File: src/rtl/transmision_dac_if.sv
// Parallel-load / serial-out bundle for the 16-bit converter frame.
// master drives the request side, slave is the transmitter.
interface transmision_dac_if;
  logic        tx_start;
  logic [11:0] data_In;
  logic        SCLK;
  logic        CS;
  logic        SDATA;
  logic        busy;
  logic        tx_done_tick;

  modport master (
    output tx_start, data_In,
    input  SCLK, CS, SDATA, busy, tx_done_tick
  );

  modport slave (
    input  tx_start, data_In,
    output SCLK, CS, SDATA, busy, tx_done_tick
  );
endinterface

File: src/rtl/transmision_dac.sv
// Serial DAC transmitter: 16-bit frame {2'b00, PD, data} on SCLK/CS/SDATA.
// SCLK divided from clk; SDATA updates on SCLK rise, DAC samples on fall.
module transmision_dac #(
  parameter int         DIV     = 50,
  parameter logic [1:0] PD_MODE = 2'b00
) (
  input  logic              clk,
  input  logic              reset,
  transmision_dac_if.slave  bus
);

  localparam int CW = (DIV > 1) ? $clog2(DIV) : 1;
  localparam logic [CW-1:0] CMAX = CW'(DIV - 1);

  typedef enum logic [1:0] {IDLE, SHIFT, QUIET} state_t;

  state_t        r_state, w_state;
  logic [CW-1:0] r_cnt, w_cnt;
  logic [4:0]    r_bits, w_bits;
  logic [15:0]   r_sr, w_sr;
  logic          r_sclk, w_sclk;
  logic          r_cs, w_cs;
  logic          r_sdata, w_sdata;
  logic          r_busy, w_busy;
  logic          r_done, w_done;
  logic          r_qhalf, w_qhalf;
  logic          w_tick;
  logic [15:0]   w_frame;

  assign w_frame = {2'b00, PD_MODE, bus.data_In};
  assign w_tick  = (r_cnt == CMAX);

  always_ff @(posedge clk or negedge reset) begin
    if (!reset) begin
      r_state <= IDLE;
      r_cnt   <= '0;
      r_bits  <= '0;
      r_sr    <= '0;
      r_sclk  <= 1'b1;
      r_cs    <= 1'b1;
      r_sdata <= 1'b0;
      r_busy  <= 1'b0;
      r_done  <= 1'b0;
      r_qhalf <= 1'b0;
    end else begin
      r_state <= w_state;
      r_cnt   <= w_cnt;
      r_bits  <= w_bits;
      r_sr    <= w_sr;
      r_sclk  <= w_sclk;
      r_cs    <= w_cs;
      r_sdata <= w_sdata;
      r_busy  <= w_busy;
      r_done  <= w_done;
      r_qhalf <= w_qhalf;
    end
  end

  always_comb begin
    w_state = r_state;
    w_cnt   = r_cnt;
    w_bits  = r_bits;
    w_sr    = r_sr;
    w_sclk  = r_sclk;
    w_cs    = r_cs;
    w_sdata = r_sdata;
    w_busy  = r_busy;
    w_done  = 1'b0;
    w_qhalf = r_qhalf;
    unique case (r_state)
      IDLE: begin
        w_cnt  = '0;
        w_bits = '0;
        if (bus.tx_start) begin
          w_sdata = w_frame[15];
          w_sr    = {w_frame[14:0], 1'b0};
          w_cs    = 1'b0;
          w_busy  = 1'b1;
          w_state = SHIFT;
        end
      end
      SHIFT: begin
        if (!w_tick) begin
          w_cnt = r_cnt + 1'b1;
        end else begin
          w_cnt  = '0;
          w_sclk = ~r_sclk;
          if (r_sclk) begin
            w_bits = r_bits + 1'b1;
          end else if (r_bits == 5'd16) begin
            w_cs    = 1'b1;
            w_sdata = 1'b0;
            w_done  = 1'b1;
            w_qhalf = 1'b0;
            w_state = QUIET;
          end else begin
            w_sdata = r_sr[15];
            w_sr    = {r_sr[14:0], 1'b0};
          end
        end
      end
      QUIET: begin
        // two divider periods of CS high before the next frame
        if (!w_tick) begin
          w_cnt = r_cnt + 1'b1;
        end else begin
          w_cnt = '0;
          if (r_qhalf) begin
            w_busy  = 1'b0;
            w_bits  = '0;
            w_state = IDLE;
          end else begin
            w_qhalf = 1'b1;
          end
        end
      end
      default: w_state = IDLE;
    endcase
  end

  assign bus.SCLK         = r_sclk;
  assign bus.CS           = r_cs;
  assign bus.SDATA        = r_sdata;
  assign bus.busy         = r_busy;
  assign bus.tx_done_tick = r_done;

endmodule

File: src/flat_wrapper.sv
// flat-port wrapper written by rule: the top's interface ports become plain ports
module transmision_dac_flat 
#(
  parameter int         DIV     = 50,
  parameter logic [1:0] PD_MODE = 2'b00
)
  (clk, reset, bus_tx_start, bus_data_In, bus_SCLK, bus_CS, bus_SDATA, bus_busy, bus_tx_done_tick);
  transmision_dac_if bus_i ();
  input  logic clk;
  input  logic reset;
  input wire logic [$bits(bus_i.tx_start)-1:0] bus_tx_start;
  input wire logic [$bits(bus_i.data_In)-1:0] bus_data_In;
  output wire logic [$bits(bus_i.SCLK)-1:0] bus_SCLK;
  output wire logic [$bits(bus_i.CS)-1:0] bus_CS;
  output wire logic [$bits(bus_i.SDATA)-1:0] bus_SDATA;
  output wire logic [$bits(bus_i.busy)-1:0] bus_busy;
  output wire logic [$bits(bus_i.tx_done_tick)-1:0] bus_tx_done_tick;
  assign bus_i.tx_start = bus_tx_start;
  assign bus_i.data_In = bus_data_In;
  assign bus_SCLK = bus_i.SCLK;
  assign bus_CS = bus_i.CS;
  assign bus_SDATA = bus_i.SDATA;
  assign bus_busy = bus_i.busy;
  assign bus_tx_done_tick = bus_i.tx_done_tick;
  transmision_dac #(.DIV(DIV), .PD_MODE(PD_MODE)) u_core (.clk(clk), .reset(reset), .bus(bus_i));
endmodule
File: config.mk
export PLATFORM = sky130hd
export DESIGN_NAME = transmision_dac_flat
export DESIGN_NICKNAME = d
export VERILOG_FILES = /design/src/rtl/transmision_dac_if.sv /design/src/rtl/transmision_dac.sv /design/src/flat_wrapper.sv
export SDC_FILE = /design/constraint.sdc
export NUM_CORES = 1
export LEC_CHECK = 0
export ABC_AREA = 1
export CORE_MARGIN = 4
export CORE_UTILIZATION = 46
export DETAILED_ROUTE_END_ITERATION = 8
export MAX_ROUTING_LAYER = met4
export PLACE_DENSITY = 0.66
export SLEW_MARGIN = 30
export SYNTH_ARGS = -nofsm -noshare
export SYNTH_HDL_FRONTEND = slang
export SYNTH_SLANG_ARGS = --single-unit
File: constraint.sdc
create_clock -name clk -period 3.5 [get_ports clk]
set_input_delay 0.525 -clock clk [delete_from_list [all_inputs] [get_ports clk]]
set_output_delay 0.525 -clock clk [all_outputs]
set_load 0.02 [all_outputs]
==> results of run 1 <==
==> layer usage <==
metal / GRT usage (%) / up-vias
met5: - / -
met1: 21.8 / 670
met4: 6.47 / 0
li1: - / 822
met2: 22.9 / 16
met3: 4.21 / 5
==> sequential cells by signal, indices dropped and copies added (netlist names) <==
name / cells
u_core.bus.tx_done_tick: 1
u_core.r_sr: 15
u_core.bus.CS: 1
u_core.r_qhalf: 1
u_core.r_bits: 5
u_core.bus.busy: 1
u_core.r_state: 2
u_core.r_cnt: 6
u_core.bus.SDATA: 1
u_core.bus.SCLK: 1
==> logic make-up after synthesis <==
logic type,Yosys count,synth area share (%)
muxes,1,0.534
adders and majority gates,9,6.00
AOI/OAI and AO/OA,18,4.87
xor gates and xnor gates,2,0.934
DFF,34,45.5
and+or+nand+nor,155,35.9
buffers and inverters,25,6.27
==> cells in the mapped netlist (2+ instances only) <==
cell,number
a21oi_1,6
buf_2,2
buf_4,3
dfrtp_1,32
dfstp_2,2
ha_1,9
inv_1,14
inv_2,3
nand2_1,99
nand2_2,4
nand3_1,25
nand3b_1,4
nand4_1,4
nor2_1,13
o21ai_0,6
o21ai_1,5
xor2_1,2
==> cell usage in the layout, fill, tap and decap left out, drive strengths merged <==
cell type	Yosys	routed
nand4	4	4
clkdlybuf4s50	0	19
or2	1	1
nor3b	1	1
nand2	104	104
nand3	25	25
clkinv	1	2
mux2i	1	1
nor2	15	15
nand3b	4	4
inv	18	18
nor3	1	1
a21oi	6	6
dfstp	2	2
ha	9	9
xor2	2	2
clkbuf	0	7
dfrtp	32	32
o21ai	11	11
o22ai	1	1
buf	6	1
==> worst min path at each step <==
stage,end,depth (start not counted),from,slack [ns]
after floorplan,u_core.bus.SDATA,0,reset,0.23
after global placement,u_core.r_sr[2],2,u_core.r_sr[2],0.45
after detailed placement,u_core.r_sr[13],2,u_core.r_sr[13],0.46
after CTS,u_core.r_sr[13],2,u_core.r_sr[13],0.48
after global routing,u_core.r_sr[2],2,u_core.r_sr[2],0.50
final,u_core.r_sr[2],2,u_core.r_sr[2],0.47
==> power by group through the flow <==
stage	Sequential, mW	Clock (mW)	Combinational (mW)
2_1_floorplan	0.564	0	0.609
3_3_place_gp	0.576	0	0.720
3_5_place_dp	0.571	0	0.729
4_1_cts	0.566	0.302	0.730
5_1_grt	0.582	0.318	0.843
6_report	0.568	0.292	0.726
==> tightest hold or removal path, stage by stage (launching register included) <==
cell and delay (ns):
dfrtp_1 0.34, nand2_1 0.05, nand2_1 0.05
==> per-stage QoR <==
| stage | utilization, % | hold slack (ns) | power [mW] |
|---|---|---|---|
| 2_1_floorplan | - | 0.229 | 1.17 |
| 3_3_place_gp | 55.0 | 0.454 | 1.30 |
| 3_5_place_dp | 55.0 | 0.459 | 1.30 |
| 4_1_cts | 57.4 | 0.475 | 1.60 |
| 5_1_grt | 57.4 | 0.499 | 1.74 |
| 6_report | 57.4 | 0.470 | 1.59 |
==> final cells by class <==
class,count,share of cell area [%]
Sequential cell,34,39.1
Tap cell,48,2.75
Inverter,19,3.38
Timing Repair Buffer,20,9.06
Multi-Input combinational cell,185,41.5
Clock buffer,7,3.96
Clock inverter,1,0.229
==> results list, run 1 <==
- Kind of path behind the tightest hold check: flop to flop
- The final route contains 1513 vias.
- Avg Cell Area, Syn: 7.69 µm²
- Row generation in the floorplan step produced 22 rows.
- Area growth from synthesis to layout: 16.3%
- After detailed routing, the average wire length per cell comes to 11.6 µm.
* CTS tree: done
- Inserted Clock Buffers: 5
* Crit path from: u_core.r_state[1]
- Entering global routing, the biggest net connects 35 pins.
- The analysis attributes to cell leakage a power of 1.11 nW.
* Clock slew at the register clock pins of the worst setup and hold paths: 0.06 ns
- Area share of the leading cell type in the synthesized netlist: 42.7%
* Number of endpoints failing setup at the final stage: 0
- Grouping stages by cell kind, the critical path spends the most delay in simple AND/OR/NAND/NOR gates.
- Summing all flip-flop and latch instances after layout gives 853 µm².
* Residual DRC count: 0
- Final worst-path cycle share: 71.5%
- The first detailed-routing pass ran for 4 iterations.
- Placeable core area: 3800 µm²
* Wire length of the first global-routing pass: 6380 µm
- Tot GR Track Use: 16.1%
* Library cell occupying the most area in the post-synthesis netlist: dfrtp_1
- Number of synthesized flops with an enable pin: 0
- The number of cells on the worst reg-to-reg path is 9.
* Clock sink total: 34
- Setup total negative slack: 0 ns
* Initial cell density of the core: 49.4%
- In this run the critical register-to-register path is captured at u_core.r_sr[5].
- Wl on met1: 1930 µm
* Final Instance Count excl. Fillers: 314
- Total of warnings raised by yosys: 0
- Routed length on met3: 130 µm
- Across the VDD grid, the largest voltage drop is 354 µV.
- After synthesis, the share of flip-flops with an asynchronous set or reset is 100%.
* Post-placement setup slack: 1.00 ns
- Register bit total from synthesis: 34
* Die span in y: 71.9 µm
* Max Cap Violations: 0
- Footprint of the multi-input gates: 905 µm²
- In this run the number of cells on the critical path is 9.
- Chip Width: 71.9 µm
- Summed over all nets, the half-perimeter wirelength after detailed placement is 2670 µm.
- Net switching is 43.6% of the power.
* Fraction of the yosys area taken by sequential cells: 45.5%
- The repair_antennas step left the layout with diodes totalling 0.
* Count of distinct cell types in the synthesized netlist: 28
* Worst slew margin relative to its limit: 43.3%
- Routed wl met2: 1550 µm
* Hold Violations, Final: 0
- Setup repair after global routing missed its margin: false
- Fin area: 2180 µm²
- Area post-placement: 2090 µm²
- The post-route netlist has 8.27% of its cells at a drive strength greater than 1.
- Final global-route overflow total: 0
- The run finished with clean final reports.
- In this run the worst path has a maximum fanout of 24.
* Quantity of hold-fixing buffers added after cts: 0
* Final wirelength: 3650 µm
- Postcts setup bufs: 0
- When the netlist entered floorplanning its net count stood at 268.
* Clock group share of total power: 18.4%
- Worst reg2reg startpoint: u_core.r_state[1]
* Routability congestion estimate from global placement: 0.831
- Based on the critical path, the design can be clocked at up to 400 MHz.
- Max stage delay on crit path: 0.72 ns
- Post-Synthesis Cells: 244
* Average via count per standard cell: 4.82
* Cell area after synthesis: 1880 µm²
- For the worst-skew pair, the clock arrives at the later sink with an insertion delay of 0.28 ns.
- The routed design could run at a clock period as short as 2.50 ns.
* I/O pin count: 20
- The tree is rooted in a clkbuf_8.
* Post-CTS sizing: 0
- Critical path cell sequence: inv_1 > ha_1 > inv_2 > nand2_2 > inv_2 > nor2_4 > nand2_4 > nand2_1 > nand2_1
- At the end of the flow, the number of nets in the layout was 289.
- Minimum setup slack among reg-to-reg paths: 1.0 ns
- Die outline area: 5160 µm²
* Ranking of synthesized cells by area: dfrtp_1 (43%), nand2_1 (20%), nand3_1 (6.7%)
- For this block, the initial DRC count from the detailed router was 70.
* Fill cell count: 358
* PortBufs: 19
- CTS max path bufs: 2
- The highest layer touched by signal routing is met4.
- Req. time, crit path: 3.68 ns
- WS Path Type: flop to flop
- The H-tree generated during clock tree synthesis spans 2 levels.
- Critical path arrival: 2.68 ns
- Critical path launch point type: flop
* Total net switching power: 0.691 mW
* Internal cell power: 0.896 mW
- Setup ws final: 0.998 ns
- Via count of the first global-routing pass: 1444
- The largest individual stage delay along the critical path comes from the cell ha_1.
- Pwr/cell area: 728 nW/µm²
* Worst clock skew: 0.00168 ns
- Critical Path End Type: flop
- Number of buffers and inverters on the critical path: 3
- The count of nets left with antenna violations once routing finished came out at 0.
* Proportion of power drawn by flip-flops and latches: 35.8%
- Combinational cells account for 45.8% of the total power.
- Last element of the critical path: u_core.r_sr[5]
- At the pin with the least slew margin, the transition time is 0.850 ns.
- The most used flip-flop cell after synthesis is dfrtp_1.
* Number of antenna violations at the first check in global routing: 0
* Placed cells: 306
* Pins Over Slew Limit: 0
No activity file was read; power rests on OpenSTA's default activity.
==> run 2: changes to the inputs <==
clock period = 2.43 ns   (was 3.5 ns; I/O delays follow)
==> results list, run 2 (synthesis results as in run 1) <==
- Via count of the first global-routing pass: 1574
- Post-CTS sizing: 0
- Fin area: 2190 µm²
- Setup total negative slack: 0 ns
- Maximum operating frequency: 499 MHz
* Tot GR Track Use: 17.3%
* Area growth from synthesis to layout: 16.7%
- Before antenna repair, the detailed router went through 4 iterations.
- The worst setup path is captured at a flop.
- Clock Latency Late Sink: 0.29 ns
* Inserted Clock Buffers: 5
* IR Drop Worst-Case VDD: 499 µV
* Pins Over Slew Limit: 0
* Clock sink total: 34
- Time the final worst path needs with I/O delays and setup: 2.00 ns
- Clock-pin slew was measured on the worst setup and hold paths at 0.06 ns.
* I/O pin count: 20
- Routability congestion estimate from global placement: 0.837
- Cells on Worst Hold Path: 2
* Biggest fanout along the worst timing path: 15
- Leakage: 1.11 nW
* Average via count per standard cell: 5.03
- Row generation in the floorplan step produced 22 rows.
* Residual DRC count: 0
- CTS HTree Levels: 2
* Max stage delay on crit path: 0.41 ns
- Critical path launch point type: flop
- u_core.r_sr holds more flip-flops than any other register.
- WS Path Type: flop to flop
* CTS tree: done
* Post-route worst hold slack: 0.472 ns
- Of the cells placed in the final design, the portion with a size suffix greater than 1 is 8.61%.
- Registers with the most flip-flops: u_core.r_sr (15), u_core.r_cnt (6), u_core.r_bits (5)
* Total via count after detailed routing: 1584
- Leaving out fill and tap cells, the most frequent cells in the layout are nand2_1 (99), dfrtp_1 (32), nand3_1 (25).
- Entering global routing, the biggest net connects 35 pins.
- For this block, the routed nets add up to 3890 µm of wire.
- Post-layout net count: 290
* Fill cell count: 356
- For this configuration, the core starts out at a cell density of 49.4%.
- Input and output buffers added on the ports amount to 19.
* 1st-iter DRT viols: 90
- After layout, the design draws a total of 2.33 mW.
* Pwr/cell area: 1060 nW/µm²
- Critical path cell sequence: inv_1 > ha_1 > inv_2 > nand2_2 > inv_2 > nor2_4 > nand2_4 > nand2_1 > nand2_1
- Postcts setup bufs: 0
* Number of antenna violations at the first check in global routing: 0
- The min-delay analysis places its worst path in the category flop to flop.
- Critical path arrival: 2.18 ns
* Depth of the most critical reg-to-reg path: 9
- The final critical path takes up 82.4% of the cycle.
* Die span in y: 71.9 µm
* Chip Width: 71.9 µm
* Buffer cell driving the clock tree root: clkbuf_8
* Worst clock skew: 0.00579 ns
- After global routing the overflow that remains totals 0.
* Ant diodes: 0
- Max Cap Violations: 0
* Setup repair after global routing missed its margin: false
- Outcome: completed
* Standard cell with the maximum stage delay on the critical path: dfrtp_1
* Area post-placement: 2100 µm²
- Placeable core area: 3800 µm²
- At the worst endpoint, the required time is 2.61 ns.
* Worst slew margin relative to its limit: 71.6%
- Wire length of the first global-routing pass: 6970 µm
- At the pin with the least slew margin, the transition time is 0.426 ns.
* Detail Route Antenna Nets: 0
- The register with the most flip-flops in the layout has 15 of them.
- The final hold violation count is 0.
- CTS max path bufs: 2
- Number of endpoints failing setup at the final stage: 0
* Detail Placement HPWL: 2790 µm
- The count of cells in the finished layout, fillers not included, comes to 315.
- Die outline area: 5160 µm²
- Most common cell after layout, fill and taps aside: nand2_1
- Placed cells: 307
- In the final routed layout, each cell accounts on average for 12.3 µm.
- In this run, post-CTS hold repair placed 0 buffers.
-- run 2: cell types whose count changed in the layout (fill, tap and decap cells not counted) --
cell,before,now
buf_4,1,2
-- run 2: power by group --
group / switching (mW) / internal (mW)
Sequential: 0.0978 / 0.719
Combinational: 0.728 / 0.350
Clock: 0.204 / 0.228
-- run 2: layout make-up --
type | instances | area (µm²) | area share, %
repair buffers | 21 | 205 | 9.38
multi-input cells | 185 | 905 | 41.3
well taps | 48 | 60.1 | 2.74
clock buffers | 7 | 86.3 | 3.95
flip-flops and latches | 34 | 853 | 39.0
inverters | 19 | 73.8 | 3.37
clock inverters | 1 | 5.00 | 0.229
-- run 2: path summary, 6_finish.rpt --
path,start,end,slack (ns)
max in group asynchronous,reset,u_core.bus.CS,1.60
worst min register to register,u_core.r_sr[10],u_core.r_sr[10],0.47
worst max-delay path,u_core.r_state[1],u_core.r_sr[1],0.43
min in group asynchronous,reset,u_core.r_cnt[3],0.48
worst min-delay path,u_core.r_sr[10],u_core.r_sr[10],0.47
worst max register to register,u_core.r_state[1],u_core.r_sr[1],0.43
-- run 2: worst max-delay path: cells and delay by family (launching register included) --
kind | cells | cell delay (ns)
adder cells (fa/ha/maj) | 1 | 0.33
flip-flops | 1 | 0.41
buffers and inverters | 3 | 0.36
AND/OR/NAND/NOR | 5 | 0.79
-- run 2: stage by stage --
stage          util (%)  setup slack [ns]
3_3_place_gp       55.2             0.528
6_report           57.6             0.427
4_1_cts            57.6             0.411
5_1_grt            57.6             0.152
3_5_place_dp       55.2             0.436
2_1_floorplan         -             0.932
-- run 2: per-layer routing --
metal	vias up	global-route usage (%)	routed length [µm]
met4	0	5.22	48
met5	-	-	0
met2	29	27.4	1770
met1	730	21.9	1900
li1	819	-	-
met3	6	4.21	168
==> run 3: changes to the inputs <==
PLACE_DENSITY = 0.69   (was 0.66)
clock period = 1.6 ns   (was 2.43 ns; I/O delays follow)
==> results list, run 3 (synthesis results as in run 1) <==
- Outcome: completed
* Wire length of the first global-routing pass: 6690 µm
* Fill cell count: 322
* Pwr/cell area: 1740 nW/µm²
- Post-placement setup slack: -0.0129 ns
- Std cell rows: 22
- Met1 capacity usage during global routing: 23.4%
* Standard cell with the maximum stage delay on the critical path: dfrtp_2
- The number of clock buffers added by TritonCTS is 5.
- Counting I/O delays and the setup requirement, the final critical path takes 1.58 ns.
- Across the run, the number of max-cap violations was 0.
- Entering global routing, the biggest net connects 35 pins.
- Combinational power share: 54.0%
- Register ranked first by flip-flop count: u_core.r_sr
- Critical path arrival: 1.76 ns
- Depth of the most critical reg-to-reg path: 8
- Buffer cell driving the clock tree root: clkbuf_8
- Proportion of layout cells with a drive suffix above 1: 27.2%
* Maximum operating frequency: 634 MHz
- The internal portion of the total power is 2.49 mW.
* Max stage delay on crit path: 0.44 ns
- In this run the worst hold path is classified as input pin to async pin.
- Die span in y: 71.9 µm
- End of the worst register-to-register path: u_core.r_sr[7]
- Chip Width: 71.9 µm
- Critical path launch point type: flop
- Across all register-to-register paths, the minimum setup slack is 0.02 ns.
- Final Core Density: 65.5%
* Quantity of hold-fixing buffers added after cts: 0
- Pin slew with the least headroom to its limit: 0.380 ns
- For this run, design rule violations remaining after detail routing come to 0.
- The total overflow left after global routing is 0.
- Last element of the critical path: u_core.r_sr[7]
- Number of endpoints failing setup at the final stage: 0
- The register with the most flip-flops in the layout has 15 of them.
* CTS max path bufs: 2
- Proportion of power drawn by flip-flops and latches: 29.1%
* Hold Violations, Final: 0
- TritonCTS built the clock tree.
- The wire-length estimate of the detail-placed layout is 2880 µm.
- Most common cell after layout, fill and taps aside: nand2_1
* Post-route worst hold slack: 0.313 ns
- Critical Path End Type: flop
- Worst reg2reg startpoint: u_core.r_state[0]
- CTS HTree Levels: 2
* Req. time, crit path: 1.78 ns
- The congestion estimate from routability-driven global placement came to 0.903.
- Relative to the synthesized area, the layout overhead comes to 32.8%.
- Adding up every negative setup slack in the final design gives 0 ns.
- In this run the worst setup path begins at u_core.r_state[0].
- The initial antenna violation count was 0.
* I/O pin count: 20
- Worst slew margin relative to its limit: 74.4%
- For this block, the initial DRC count from the detailed router was 127.
- Clock slew at the register clock pins of the worst setup and hold paths: 0.06 ns
* Average via count per standard cell: 4.95
- Clock group share of total power: 16.9%
* PortBufs: 19
- Critical path cell sequence: ha_4 > buf_6 > nand4_1 > nand2_2 > nor2_4 > nand2_4 > nand2_2 > nand2_2
* WS Path Type: flop to flop
* Leakage: 1.24 nW
- Biggest fanout along the worst timing path: 8
- The largest registers in the layout are u_core.r_sr (15), u_core.r_cnt (6), u_core.r_bits (5).
- Worst clock skew: 0.00159 ns
- CP most frequent cell: nand2_2
- The final count of pins violating max slew came to 0.
- Setup ws final: 0.0225 ns
- Across the VDD grid, the largest voltage drop is 1040 µV.
- For met2 alone, demand over resource in global routing was 24.3%.
- Global routing consumed, over all layers together, 17.0% of the routing resources.
- Once the floorplan was initialized, standard cells occupied 49.4% of the core.
- Number of detailed-routing iterations run before antenna repair: 4
- For this run, the post-layout net count is 310.
- Total via count after detailed routing: 1658
* Most Crowded Layer GR: met2
- Setup repair after global routing missed its margin: true
- Clock sink total: 34
- Via count of the first global-routing pass: 1485
- The count of nets left with antenna violations once routing finished came out at 0.
- Net switching is 42.4% of the power.
* Ant diodes: 0
- In this run the standard cell core region covers 3800 µm².
- Total net switching power: 1.83 mW
- Wires add up to 4140 µm.
- Clock Latency Late Sink: 0.28 ns
* Met3 Track Usage GR: 4.63%
- Die outline area: 5160 µm²
- Most frequent cells in the layout: nand2_1 (78), dfrtp_1 (31), nand3_1 (25), nand2_2 (25), clkdlybuf4s50_1 (17)
* Final worst-path cycle share: 98.6%
- In the final routed layout, each cell accounts on average for 12.4 µm.
run 3: how the worst min path moves through the flow:
| stage | startpoint | to | cells after the start |
|---|---|---|---|
| 6_report | reset | u_core.r_bits[2] | 2 |
| 4_1_cts | reset | u_core.r_state[0] | 2 |
| 3_5_place_dp | u_core.r_sr[11] | u_core.r_sr[11] | 2 |
| 2_1_floorplan | reset | u_core.bus.SDATA | 0 |
| 5_1_grt | reset | u_core.r_cnt[3] | 2 |
| 3_3_place_gp | u_core.r_sr[12] | u_core.r_sr[12] | 2 |
run 3: layout make-up:
| type | count | area, µm² | share of cell area [%] |
|---|---|---|---|
| multi-input cells | 186 | 1010 | 40.8 |
| flip-flops and latches | 34 | 855 | 34.3 |
| repair buffers | 40 | 373 | 15.0 |
| clock buffers | 8 | 110 | 4.42 |
| inverters | 19 | 77.6 | 3.12 |
| well taps | 48 | 60.1 | 2.41 |
run 3: per-stage QoR:
stage	power (mW)	cell area [µm²]	cells
global placement	3.08	2210	320
finish	4.33	2490	335
detailed placement	3.12	2210	320
CTS	3.87	2320	328
floorplan	2.56	1880	244
global route	4.68	2490	335
run 3: power by group through the flow:
| stage | Combinational [mW] | Sequential (mW) | Clock [mW] |
|---|---|---|---|
| after floorplan | 1.33 | 1.23 | 0 |
| after global placement | 1.85 | 1.23 | 0 |
| after detailed placement | 1.88 | 1.23 | 0 |
| after CTS | 1.89 | 1.22 | 0.757 |
| after global routing | 2.61 | 1.29 | 0.786 |
| final | 2.34 | 1.26 | 0.732 |
run 3: per-layer routing:
layer  wire, µm  up-vias
met3        134        5
met2       1890       25
li1           -      859
met1       2070      769
met4         46        0
met5          0        -
run 3: critical path: cells and delay by family, from the launching register on:
family	cells	cell delay, ns
and+or+nand+nor	6	0.71
DFF	1	0.44
adders and majority gates	1	0.19
buffers and inverters	1	0.11
run 3: what timing repair did:
action,in CTS,in global routing
setup endpoints to repair,15,27
cloned,0,1
buffers inserted,0,6
pin swaps,0,7
resized for setup,3,42
